### src/rtl/fetch_stage.sv
// Instruction-fetch stage: owns the PC, reads instruction memory combinationally and
// buffers {pc, instr} pairs in a 2-entry queue drained by decode via valid/ready.
module fetch_stage #(
   parameter logic [31:0] RESET_PC   = 32'h0000_0000,
   parameter int          IMEM_WORDS = 256
) (
   input  logic        clk,
   input  logic        rst,
   output logic [31:0] imem_addr,
   input  logic [31:0] imem_data,
   input  logic        redirect_valid,
   input  logic [31:0] redirect_pc,
   output logic        if_valid,
   input  logic        if_ready,
   output logic [31:0] if_instr,
   output logic [31:0] if_pc,
   output logic        fault,
   output logic [1:0]  fault_cause
);

   typedef enum logic {RUN, HALT} state_t;

   localparam logic [1:0] CAUSE_MISALIGNED = 2'b01;
   localparam logic [1:0] CAUSE_RANGE      = 2'b10;

   state_t      state, state_next;
   logic [31:0] pc;
   logic [1:0]  count;
   logic [31:0] tail_instr, tail_pc;
   logic        in_range, misaligned;
   logic        pop, push, set_fault;
   logic [1:0]  new_cause;

   assign imem_addr  = pc;
   assign if_valid   = (count != 2'd0);
   assign in_range   = ({2'b00, pc[31:2]} < 32'(IMEM_WORDS));
   assign misaligned = (redirect_pc[1:0] != 2'b00);

   // NOTE: sequential state uses non-blocking assignments so every register samples pre-edge values.
   always_ff @(posedge clk or posedge rst) begin
      if (rst) state <= RUN;
      else     state <= state_next;
   end

   // NOTE: every combinational output gets a default first, so no path leaves it unassigned (no latch).
   always_comb begin
      state_next = state;
      if (state == RUN) begin
         if (redirect_valid) begin
            if (misaligned) state_next = HALT;
         end else if (!in_range) begin
            state_next = HALT;
         end
      end
   end

   always_comb begin
      pop       = if_valid & if_ready & ~redirect_valid;
      push      = 1'b0;
      set_fault = 1'b0;
      new_cause = 2'b00;
      if (state == RUN) begin
         if (redirect_valid) begin
            if (misaligned) begin
               set_fault = 1'b1;
               new_cause = CAUSE_MISALIGNED;
            end
         end else if (!in_range) begin
            set_fault = 1'b1;
            new_cause = CAUSE_RANGE;
         end else begin
            push = (count != 2'd2) | pop;
         end
      end
   end

   always_ff @(posedge clk or posedge rst) begin
      if (rst) begin
         pc <= RESET_PC;
      end else if (state == RUN && redirect_valid && !misaligned) begin
         pc <= redirect_pc;
      end else if (push) begin
         pc <= pc + 32'd4;
      end
   end

   // Cause is captured only on the first fault; later events cannot overwrite it.
   always_ff @(posedge clk or posedge rst) begin
      if (rst) begin
         fault       <= 1'b0;
         fault_cause <= 2'b00;
      end else if (set_fault && !fault) begin
         fault       <= 1'b1;
         fault_cause <= new_cause;
      end
   end

   // Head entry doubles as the output register pair.
   always_ff @(posedge clk or posedge rst) begin
      if (rst) begin
         count    <= 2'd0;
         if_instr <= 32'h0;
         if_pc    <= 32'h0;
      end else if (redirect_valid) begin
         count <= 2'd0;
      end else begin
         case (count)
            2'd0: begin
               if (push) begin
                  if_instr <= imem_data;
                  if_pc    <= pc;
                  count    <= 2'd1;
               end
            end
            2'd1: begin
               if (push && pop) begin
                  if_instr <= imem_data;
                  if_pc    <= pc;
               end else if (push) begin
                  count <= 2'd2;
               end else if (pop) begin
                  count <= 2'd0;
               end
            end
            default: begin
               if (pop) begin
                  if_instr <= tail_instr;
                  if_pc    <= tail_pc;
                  if (!push) count <= 2'd1;
               end
            end
         endcase
      end
   end

   // NOTE: the tail entry is pure storage guarded by count, so it carries no reset.
   always_ff @(posedge clk) begin
      if (!redirect_valid && push && ((count == 2'd1 && !pop) || count == 2'd2)) begin
         tail_instr <= imem_data;
         tail_pc    <= pc;
      end
   end

endmodule

### config.mk
export PLATFORM = sky130hd
export DESIGN_NAME = fetch_stage
export DESIGN_NICKNAME = d
export VERILOG_FILES = /design/src/rtl/fetch_stage.sv
export SDC_FILE = /design/constraint.sdc
export NUM_CORES = 1
export LEC_CHECK = 0
export ABC_AREA = 1
export ABC_CLOCK_PERIOD_IN_PS = 16800
export BUFFER_PORTS_ARGS = -buffer_cell sky130_fd_sc_hd__buf_2
export CAP_MARGIN = 20
export CORE_MARGIN = 2
export CORE_UTILIZATION = 30
export DETAILED_ROUTE_END_ITERATION = 8
export PLACE_DENSITY = 0.53
export SYNTH_ARGS = -nofsm -noshare
export SYNTH_HDL_FRONTEND = slang
export SYNTH_SLANG_ARGS = --single-unit
export TNS_END_PERCENT = 20
### constraint.sdc
create_clock -name clk -period 16.8 [get_ports clk]
set_clock_uncertainty 0.15 [all_clocks]
set_input_delay 1.68 -clock clk [delete_from_list [all_inputs] [get_ports clk]]
set_output_delay 1.68 -clock clk [all_outputs]
set_load 0.01 [all_outputs]
Yosys cells after proc, flatten, opt, wreduce, memory -nomap -nowiden
Index checks and enable logic that the tools add are counted.
{"block": "totals", "input_bits": 68, "word_cells": 75, "regBits": 166}
{"block": "op_classes", "n_bitwise": 5, "add_sub_neg": 1, "reduce_logical": 20, "eq_ne": 9, "n_lt_le_gt_ge": 1, "n_mux": 30}
{"cell": "$mux 32", "n": 8}
{"cell": "$pmux 32 s2", "n": 2}
{"cell": "$add 32x3->32 const B", "n": 1}
{"cell": "$lt 30x9->1 const B", "n": 1}
{"cell": "$mux 2", "n": 10}
{"cell": "$mux 1", "n": 9}
{"cell": "$logic_and 1x1->1", "n": 7}
{"cell": "$ne 2x2->1 const B", "n": 3}
{"cell": "$ne 3x3->1 const B", "n": 2}
{"cell": "$reduce_bool 2->1", "n": 3}
{"cell": "$reduce_and 5->1", "n": 1}
{"cell": "$logic_not 1->1", "n": 4}
{"cell": "$ne 4x2->1 const B", "n": 1}
{"cell": "$ne 4x4->1 const B", "n": 1}
{"cell": "$pmux 2 s2", "n": 1}
{"cell": "$reduce_and 4->1", "n": 1}
{"cell": "$reduce_bool 4->1", "n": 1}
{"cell": "$reduce_bool 3->1", "n": 1}
{"cell": "$and 1x1->1", "n": 2}
{"cell": "$eq 2x1->1 const B", "n": 1}
{"cell": "$eq 2x2->1 const B", "n": 1}
{"cell": "$logic_not 2->1", "n": 1}
{"cell": "$not 1->1", "n": 2}
{"cell": "$logic_or 1x1->1", "n": 1}
{"cell": "$or 1x1->1", "n": 1}

Depth between registers and ports, before layout
Gate-level depths: netlist of the first run.
{"block": "logic_depth", "ltp_word": 11, "mapped_depth": 10}

Worst setup path after synthesis of the first run
Ideal clock, no wire load.
{"block": "synth_path", "path_kind": "input to register", "from": "in if_ready", "to": "reg tail_instr[0] (enable)", "required_ns": 16.069, "setup_ns": 0.581, "t_arrival_ns": 6.810, "cell_stages": 6, "slack_ns": 9.259, "cell_sequence": "inv_1 > nand3_1 > nand2_1 > inv_2 > nand4_4 > o31ai_1"}
{"block": "synth_between", "elab_chain_len": 8}
{"element": "start: declaration", "line": "14", "source": "input logic if_ready,"}
{"element": "$and 1x1->1 * (2 in a row)", "line": "58", "source": "pop = if_valid & if_ready & ~redirect_valid;"}
{"element": "$or 1x1->1", "line": "72", "source": "push = (count != 2'd2) | pop;"}
{"element": "$mux 1", "line": "68", "source": "end else if (!in_range) begin"}
{"element": "$mux 1", "line": "63", "source": "if (redirect_valid) begin"}
{"element": "$mux 1", "line": "62", "source": "if (state == RUN) begin"}
{"element": "$logic_and 1x1->1", "line": "138", "source": "if (!redirect_valid && push && ((count == 2'd1 && !pop) || count == 2'd2)) begin"}
{"element": "$logic_and 1x1->1 *", "line": "138"}
{"element": "end signal: assignment", "line": "139", "source": "tail_instr <= imem_data;"}
{"element": "end: declaration", "line": "29", "source": "logic [31:0] tail_instr, tail_pc;"}
Mark *: on every way between the ends. The rest lies on a longest branch, timed or not.
A chain may end at the register's enable or synchronous reset.

Worst setup path in the final report of the first run
{"block": "layout_path", "from": "reg count[1]", "to": "reg if_pc[17]"}
{"block": "layout_between", "elab_chain_len": 10}
{"element": "start: declaration", "line": "28", "source": "logic [1:0] count;"}
{"element": "start signal: assignment", "line": "101", "source": "count <= 2'd0;"}
{"element": "start signal: assignment", "line": "105", "source": "count <= 2'd0;"}
{"element": "start signal: assignment", "line": "112", "source": "count <= 2'd1;"}
{"element": "$reduce_bool 2->1", "line": "35", "source": "assign if_valid = (count != 2'd0);"}
{"element": "$and 1x1->1 (2 in a row)", "line": "58"}
{"element": "$or 1x1->1", "line": "72"}
{"element": "$mux 1", "line": "68"}
{"element": "$mux 1", "line": "63"}
{"element": "$mux 1", "line": "62"}
{"element": "$logic_and 1x1->1", "line": "116", "source": "if (push && pop) begin"}
{"element": "$ne 2x2->1 (no line)"}
{"element": "$reduce_and 4->1 (no line)"}
{"element": "end signal: assignment", "line": "111", "source": "if_pc <= pc;"}
{"element": "end signal: assignment", "line": "118", "source": "if_pc <= pc;"}
{"element": "end signal: assignment", "line": "128", "source": "if_pc <= tail_pc;"}
{"element": "end: declaration", "line": "16", "source": "output logic [31:0] if_pc,"}
Several ways; a longest one is shown, not always the timed one.

==> results of run 1 <==
## worst max-delay path by stage
stage	from	endpoint	slack [ns]	cells past startpoint
floorplan	if_ready	tail_instr[0]	9.26	6
global placement	if_ready	if_pc[17]	12.44	9
detailed placement	if_ready	if_pc[19]	12.35	9
CTS	count[1]	if_pc[17]	12.61	4
global route	count[1]	if_pc[14]	12.30	5
finish	count[1]	if_pc[17]	12.73	4
## final cells by class
class	instances	area, um2	share of cell area (%)
sequential	166	4480	49.0
clock inverter	13	193	2.11
antenna	1	2.50	0.0274
tap	324	405	4.43
inverter	118	445	4.87
clock buffer	19	443	4.84
timing repair buffer	172	873	9.55
multi-input combinational	465	2300	25.2
## through the flow
stage,power (mW),cells
2_1_floorplan,0.472,784
5_1_grt,0.956,1277
3_3_place_gp,0.499,1245
3_5_place_dp,0.499,1245
4_1_cts,0.932,1277
6_report,0.918,1278
## routing by layer
metal	vias up	global-route usage, %
li1	2769	-
met1	2538	19.4
met2	121	22.6
met3	18	3.58
met4	0	4.71
met5	-	0
## placed cells by master (no fill, tap or decap), drive strengths merged
master,instances
a22oi,1
bufinv,4
a31oi,4
edfxtp,64
diode,1
nand4,2
ha,1
dfrtp,102
or2,1
xor2,1
clkinv,3
inv,122
clkbuf,19
mux2i,4
nor3,3
a21o,1
clkinvlp,2
nand2,269
a21oi,1
buf,172
nor2,42
o211ai,1
o21ai,113
nand3,19
xnor2,1
o31ai,1
## flip-flops by register name, indices dropped and copies added, names as in the netlist
register / cells
fault_cause: 2
imem_addr: 32
count: 2
fault: 1
tail_pc: 32
if_pc: 32
tail_instr: 32
state: 1
if_instr: 32
## report_power, final
part           total (mW)  leakage [nW]  internal (mW)  switching (mW)
Clock               0.428         0.305          0.256           0.173
Sequential          0.436          1.68          0.430         0.00631
Combinational      0.0528          2.23         0.0224          0.0304
## worst max-delay path, stage by stage, from the launching register on
cell,delay [ns]
sky130_fd_sc_hd__dfrtp_4,1.08
sky130_fd_sc_hd__inv_2,0.67
sky130_fd_sc_hd__a21oi_4,1.02
sky130_fd_sc_hd__buf_4,0.76
sky130_fd_sc_hd__o21ai_0,0.17
## kinds of logic (layout without fill, tap and decap cells)
logic type / Yosys count / count (layout) / synth area share [%]
multiplexers: 4 / 4 / 0.534
flip-flops: 166 / 166 / 59.7
adder cells (fa/ha/maj): 1 / 1 / 0.167
buffers and inverters: 153 / 322 / 9.75
AO/OA/AOI/OAI: 122 / 122 / 10.5
XOR/XNOR: 2 / 2 / 0.234
other: 0 / 1 / 0
AND/OR/NAND/NOR: 336 / 336 / 19.1
==> metrics.txt, run 1 <==
final-report setup violation count=0; Post-Route Utilization=37.5%; quantity of I/O buffers inserted on ports=167; die area=26300 um2; endpoint of the most critical register-to-register path=if_pc[17]; count of H-tree levels built during CTS=4; Max Clock Freq=246 MHz; row count=57; number of I/O pins=168; die outline height=162 um; minimum clock period=4.07 ns; starting density of the core=30.7%; Max Transition Viols Final=0; via count of the first global-routing pass=5483; number of cells traversed by the worst register-to-register path=4; cell leakage power=4.21 nW; Worst R2R Setup Slack=12.73 ns; first-pass iteration count of the detailed router=4; signal arrival time at the worst endpoint=4.19 ns; Setup Fix Bufs, Post-CTS=0; number of warnings printed during yosys synthesis=0; fill count=2524; Hold Worst Slack=0.323 ns; latest clock arrival within the worst-skew pair=0.42 ns; startpoint-to-endpoint class of the critical path=flop to flop; clock-pin transition on the worst setup and hold timing paths=0.07 ns; endpoint of the worst hold path=tail_pc[0]; Commonest cells post-synth=sky130_fd_sc_hd__nand2_1, sky130_fd_sc_hd__inv_1, sky130_fd_sc_hd__dfrtp_1; outcome=finished, final reports clean; number of synthesized flops with an enable pin=64; library cell with the largest summed area after synthesis=sky130_fd_sc_hd__dfrtp_1; CTS buffer count=17; hold_buf cts=0; global-route wire length before repair=29500 um; estimated wirelength of the detail-placed design=11700 um; max-capacitance violation count=0; PwrDens=100 nW/um2; width of the die=162 um; path type of the worst min-delay path=flop to flop; placement-stage worst setup slack=12.35 ns; top routing layer in use=met4; CP Capture Type=flop; WL/cell=14.2 um; Post-Syn Nets=853; worst hold path depth=0; Non-Filler Cell Area, Final=9140 um2; Max IR drop VDD=0.0534 mV; post-synth cell types=32; Synth Instances=784; area fraction of the dominant cell type after synthesis=34.1%; initial antenna violation count=1; cell types with the largest area share after synthesis=sky130_fd_sc_hd__dfrtp_1, sky130_fd_sc_hd__edfxtp_1, sky130_fd_sc_hd__nand2_1; number of design rule violations left after detail routing=0; average vias per placed instance=4.26; Mean Syn Cell Area=9.56 um2; startpoint of the worst register-to-register path=count[1]; clock tree from TritonCTS=done; normalized max-slew margin=29.6%; Fin. Hold Viols=0; post-route antenna net violation count=0; synthesis-to-layout area growth=22.0%; overall via count from detail_route=5446; length of routed wiring on met1=8710 um; first-iteration detailed-routing DRC count=241; Most used DFF post-synth=sky130_fd_sc_hd__dfrtp_1; share of final-layout standard cells stronger than drive strength 1=31.2%; root buffer selected by CTS=sky130_fd_sc_hd__clkbuf_16; Final period util=24.2%; setup slack of the critical path after layout=12.73 ns; total standard cell area after synthesis=7490 um2; overall routed net length=18200 um; type of element launching the critical path=flop; met2 WL=8340 um; fin nets=1009; count of clock tree sinks=166; routed wire length on met3=825 um; sum of overflow across all layers after global routing=0; most instantiated library cell after synthesis=sky130_fd_sc_hd__nand2_1; critical path data required time=16.92 ns; clock buffer depth=2; count of state elements after synthesis=166; maximum number of pins on one net before global-route repair=94; combined global-route utilization of all metal layers=14.3%; Setup Total Neg Slack=0 ns; placeable core area=24400 um2; dpl cell area=8500 um2; part of the Yosys area used for sequential elements=59.7%; transition time at the pin with the least slew margin=1.05 ns; hold_sp=imem_addr[0]; largest fanout on the critical path=93; fraction of registers with async set or reset after synthesis=61.4%; setup repair after global routing missed its margin=no; count of instances resized after the clock tree is built=0; gp weighted congestion=0.774
Power figures use the tool's default switching activity.
==> run 2: changes to the inputs <==
--- a/config.mk
+++ b/config.mk
@@ -6,13 +6,13 @@
 export NUM_CORES = 1
 export LEC_CHECK = 0
 export ABC_AREA = 1
-export ABC_CLOCK_PERIOD_IN_PS = 16800
+export ABC_CLOCK_PERIOD_IN_PS = 3700
 export BUFFER_PORTS_ARGS = -buffer_cell sky130_fd_sc_hd__buf_2
 export CAP_MARGIN = 20
 export CORE_MARGIN = 2
 export CORE_UTILIZATION = 30
 export DETAILED_ROUTE_END_ITERATION = 8
-export PLACE_DENSITY = 0.53
+export PLACE_DENSITY = 0.55
 export SYNTH_ARGS = -nofsm -noshare
 export SYNTH_HDL_FRONTEND = slang
 export SYNTH_SLANG_ARGS = --single-unit
==> constraint.sdc (replaced) <==
create_clock -name clk -period 3.7 [get_ports clk]
set_clock_uncertainty 0.15 [all_clocks]
set_input_delay 0.37 -clock clk [delete_from_list [all_inputs] [get_ports clk]]
set_output_delay 0.37 -clock clk [all_outputs]
set_load 0.01 [all_outputs]
==> run 2 against run 1 <==
Setup slack lost 12 ns; core utilization grew 1.7 points; largest cell class unchanged; sequential power grew to 4.5 times the previous value; clock power grew to 4.1 times the previous value; clock-buffer cell count is the same; register-to-register slack lost 12 ns; power grew to 4.4 times the previous value; combinational power grew to 5.2 times the previous value; via count grew 2.4%; final area grew 4.4%.
==> metrics.txt, run 2 (synthesized netlist as in run 1, its figures left out) <==
number of I/O pins=168 (unchanged); CTS buffer count=17 (unchanged); cell leakage power=4.39 nW (+4.3%); placement-stage worst setup slack=0.822 ns (-11.52 ns); path type of the worst min-delay path=primary input to flop; clock tree from TritonCTS=done; Max IR drop VDD=0.239 mV (+350%); fin nets=1055 (+4.6%); area of the multi-input gates=2300 um2 (unchanged); estimated wirelength of the detail-placed design=12400 um (+5.8%); share of final-layout standard cells stronger than drive strength 1=30.4% (-0.73 points); Max Clock Freq=394 MHz (+60%); combined global-route utilization of all metal layers=14.3% (-0.045 points); Post-Route Utilization=39.1% (+1.7 points); starting density of the core=30.7% (unchanged); latest clock arrival within the worst-skew pair=0.42 ns (about the same); first-pass iteration count of the detailed router=4 (unchanged); via count of the first global-routing pass=5399 (-1.5%); setup repair after global routing missed its margin=no; signal arrival time at the worst endpoint=2.49 ns (-1.70 ns); count of clock tree sinks=166 (unchanged); number of cells traversed by the worst register-to-register path=7 (+3); fin cells=1323 (+3.5%); final-report setup violation count=0 (unchanged); PwrDens=418 nW/um2 (+320%); minimum clock period=2.54 ns (-1.53 ns); most frequent cells in the layout=sky130_fd_sc_hd__nand2_1, sky130_fd_sc_hd__buf_2, sky130_fd_sc_hd__inv_1, sky130_fd_sc_hd__dfrtp_1, sky130_fd_sc_hd__edfxtp_1; sequential cell area=4480 um2 (unchanged); WL/cell=13.8 um (-3.2%); overall via count from detail_route=5577 (+2.4%); type of element launching the critical path=flop; normalized max-slew margin=43.9% (+14 points); row count=57 (unchanged); clock buffer depth=2 (unchanged); Worst R2R Setup Slack=1.16 ns (-11.57 ns); largest fanout on the critical path=45 (-52%); initial antenna violation count=0 (-1); average vias per placed instance=4.22 (-1.1%); Fin. Hold Viols=0 (unchanged); gp weighted congestion=0.756 (-2.4%); Setup Fix Bufs, Post-CTS=0 (unchanged); total power consumption of the routed design=3.99 mW (+340%); first-iteration detailed-routing DRC count=245 (+1.7%); CP Capture Type=flop; synthesis-to-layout area growth=27.4%; count of H-tree levels built during CTS=4 (unchanged); Setup Total Neg Slack=0 ns (unchanged); commonest non-fill, non-tap cell in the layout=sky130_fd_sc_hd__nand2_1; fill count=2488 (-1.4%); transition time at the pin with the least slew margin=0.840 ns (-0.213 ns); global-route wire length before repair=29100 um (-1.4%); placeable core area=24400 um2 (unchanged); die area=26300 um2 (unchanged); overall routed net length=18200 um (+0.20%); setup slack of the critical path after layout=1.16 ns (-11.57 ns); placed cells=1250 (+0.40%); critical path data required time=3.65 ns (-13.27 ns); hold_buf cts=40 (+40); root buffer selected by CTS=sky130_fd_sc_hd__clkbuf_16; Max Transition Viols Final=0 (unchanged); worst hold path depth=3 (+3); count of instances resized after the clock tree is built=0 (unchanged); die outline height=162 um (unchanged); width of the die=162 um (unchanged); number of design rule violations left after detail routing=0 (unchanged); quantity of I/O buffers inserted on ports=167 (unchanged); number of diodes=0 (-1); post-route antenna net violation count=0 (unchanged); outcome=finished, final reports clean; sum of overflow across all layers after global routing=0 (unchanged); clock-pin transition on the worst setup and hold timing paths=0.07 ns (about the same); Final period util=68.7% (+44 points); maximum number of pins on one net before global-route repair=52 (-45%); startpoint-to-endpoint class of the critical path=flop to flop; max-capacitance violation count=0 (unchanged)
[run 2: cell count changes in the layout (fill, tap and decap cells not counted)]
cell | previous run | this run
sky130_fd_sc_hd__buf_12 | 0 | 1
sky130_fd_sc_hd__inv_6 | 4 | 1
sky130_fd_sc_hd__buf_8 | 0 | 1
sky130_fd_sc_hd__diode_2 | 1 | 0
sky130_fd_sc_hd__inv_8 | 0 | 2
sky130_fd_sc_hd__dlygate4sd3_1 | 0 | 40
sky130_fd_sc_hd__clkinv_2 | 1 | 4
sky130_fd_sc_hd__clkbuf_8 | 1 | 2
sky130_fd_sc_hd__buf_4 | 5 | 9
sky130_fd_sc_hd__clkbuf_1 | 1 | 0
sky130_fd_sc_hd__clkinv_4 | 2 | 3
sky130_fd_sc_hd__bufinv_16 | 4 | 1
[run 2: final cells by class]
| cell class | instances | area share [%] |
|---|---|---|
| Tap cell | 324 | 4.25 |
| Sequential cell | 166 | 46.9 |
| Clock inverter | 13 | 1.28 |
| Clock buffer | 19 | 4.75 |
| Timing Repair Buffer | 218 | 14.0 |
| Multi-Input combinational cell | 465 | 24.1 |
| Inverter | 118 | 4.67 |
[run 2: metal layers]
metal | part of all wire (%) | vias up | global-route usage (%) | wire length, um
met4 | 0.61 | 0 | 3.58 | 111
met3 | 5.5 | 8 | 3.75 | 996
met5 | 0 | - | 0 | 0
met1 | 48 | 2572 | 19.4 | 8790
li1 | - | 2857 | - | -
met2 | 46 | 140 | 22.9 | 8300
[run 2: metrics by stage]
step                      instance area (um2)  hold WS [ns]
final                                    9550        0.0196
after global routing                     9550        0.0217
after CTS                                9530       0.00224
after detailed placement                 8550         0.323
after global placement                   8550         0.319
after floorplan                          7510         0.319
[run 2: worst max-delay path: stages (launching register included)]
cell and delay (ns):
sky130_fd_sc_hd__dfrtp_1 0.40, sky130_fd_sc_hd__nor2_1 0.18, sky130_fd_sc_hd__nand3_1 0.11, sky130_fd_sc_hd__nor2_2 0.17
sky130_fd_sc_hd__nand4_4 0.17, sky130_fd_sc_hd__o31ai_4 0.49, sky130_fd_sc_hd__buf_8 0.24, sky130_fd_sc_hd__buf_12 0.27
[run 2: report_power, final]
part	leakage [nW]	switching [mW]	total, mW	internal (mW)
Combinational	2.43	0.145	0.275	0.130
Clock	0.283	0.765	1.74	0.972
Sequential	1.68	0.0271	1.98	1.95
Total	4.39	0.937	3.99	3.06
[run 2: path summary, 6_finish.rpt]
check	startpoint	to
min in group asynchronous	rst	if_instr[8]
max reg2reg	imem_addr[26]	tail_instr[29]
max	imem_addr[26]	tail_instr[29]
max in group asynchronous	rst	if_instr[11]
min	redirect_pc[16]	imem_addr[16]
min reg2reg	fault_cause[0]	fault_cause[0]
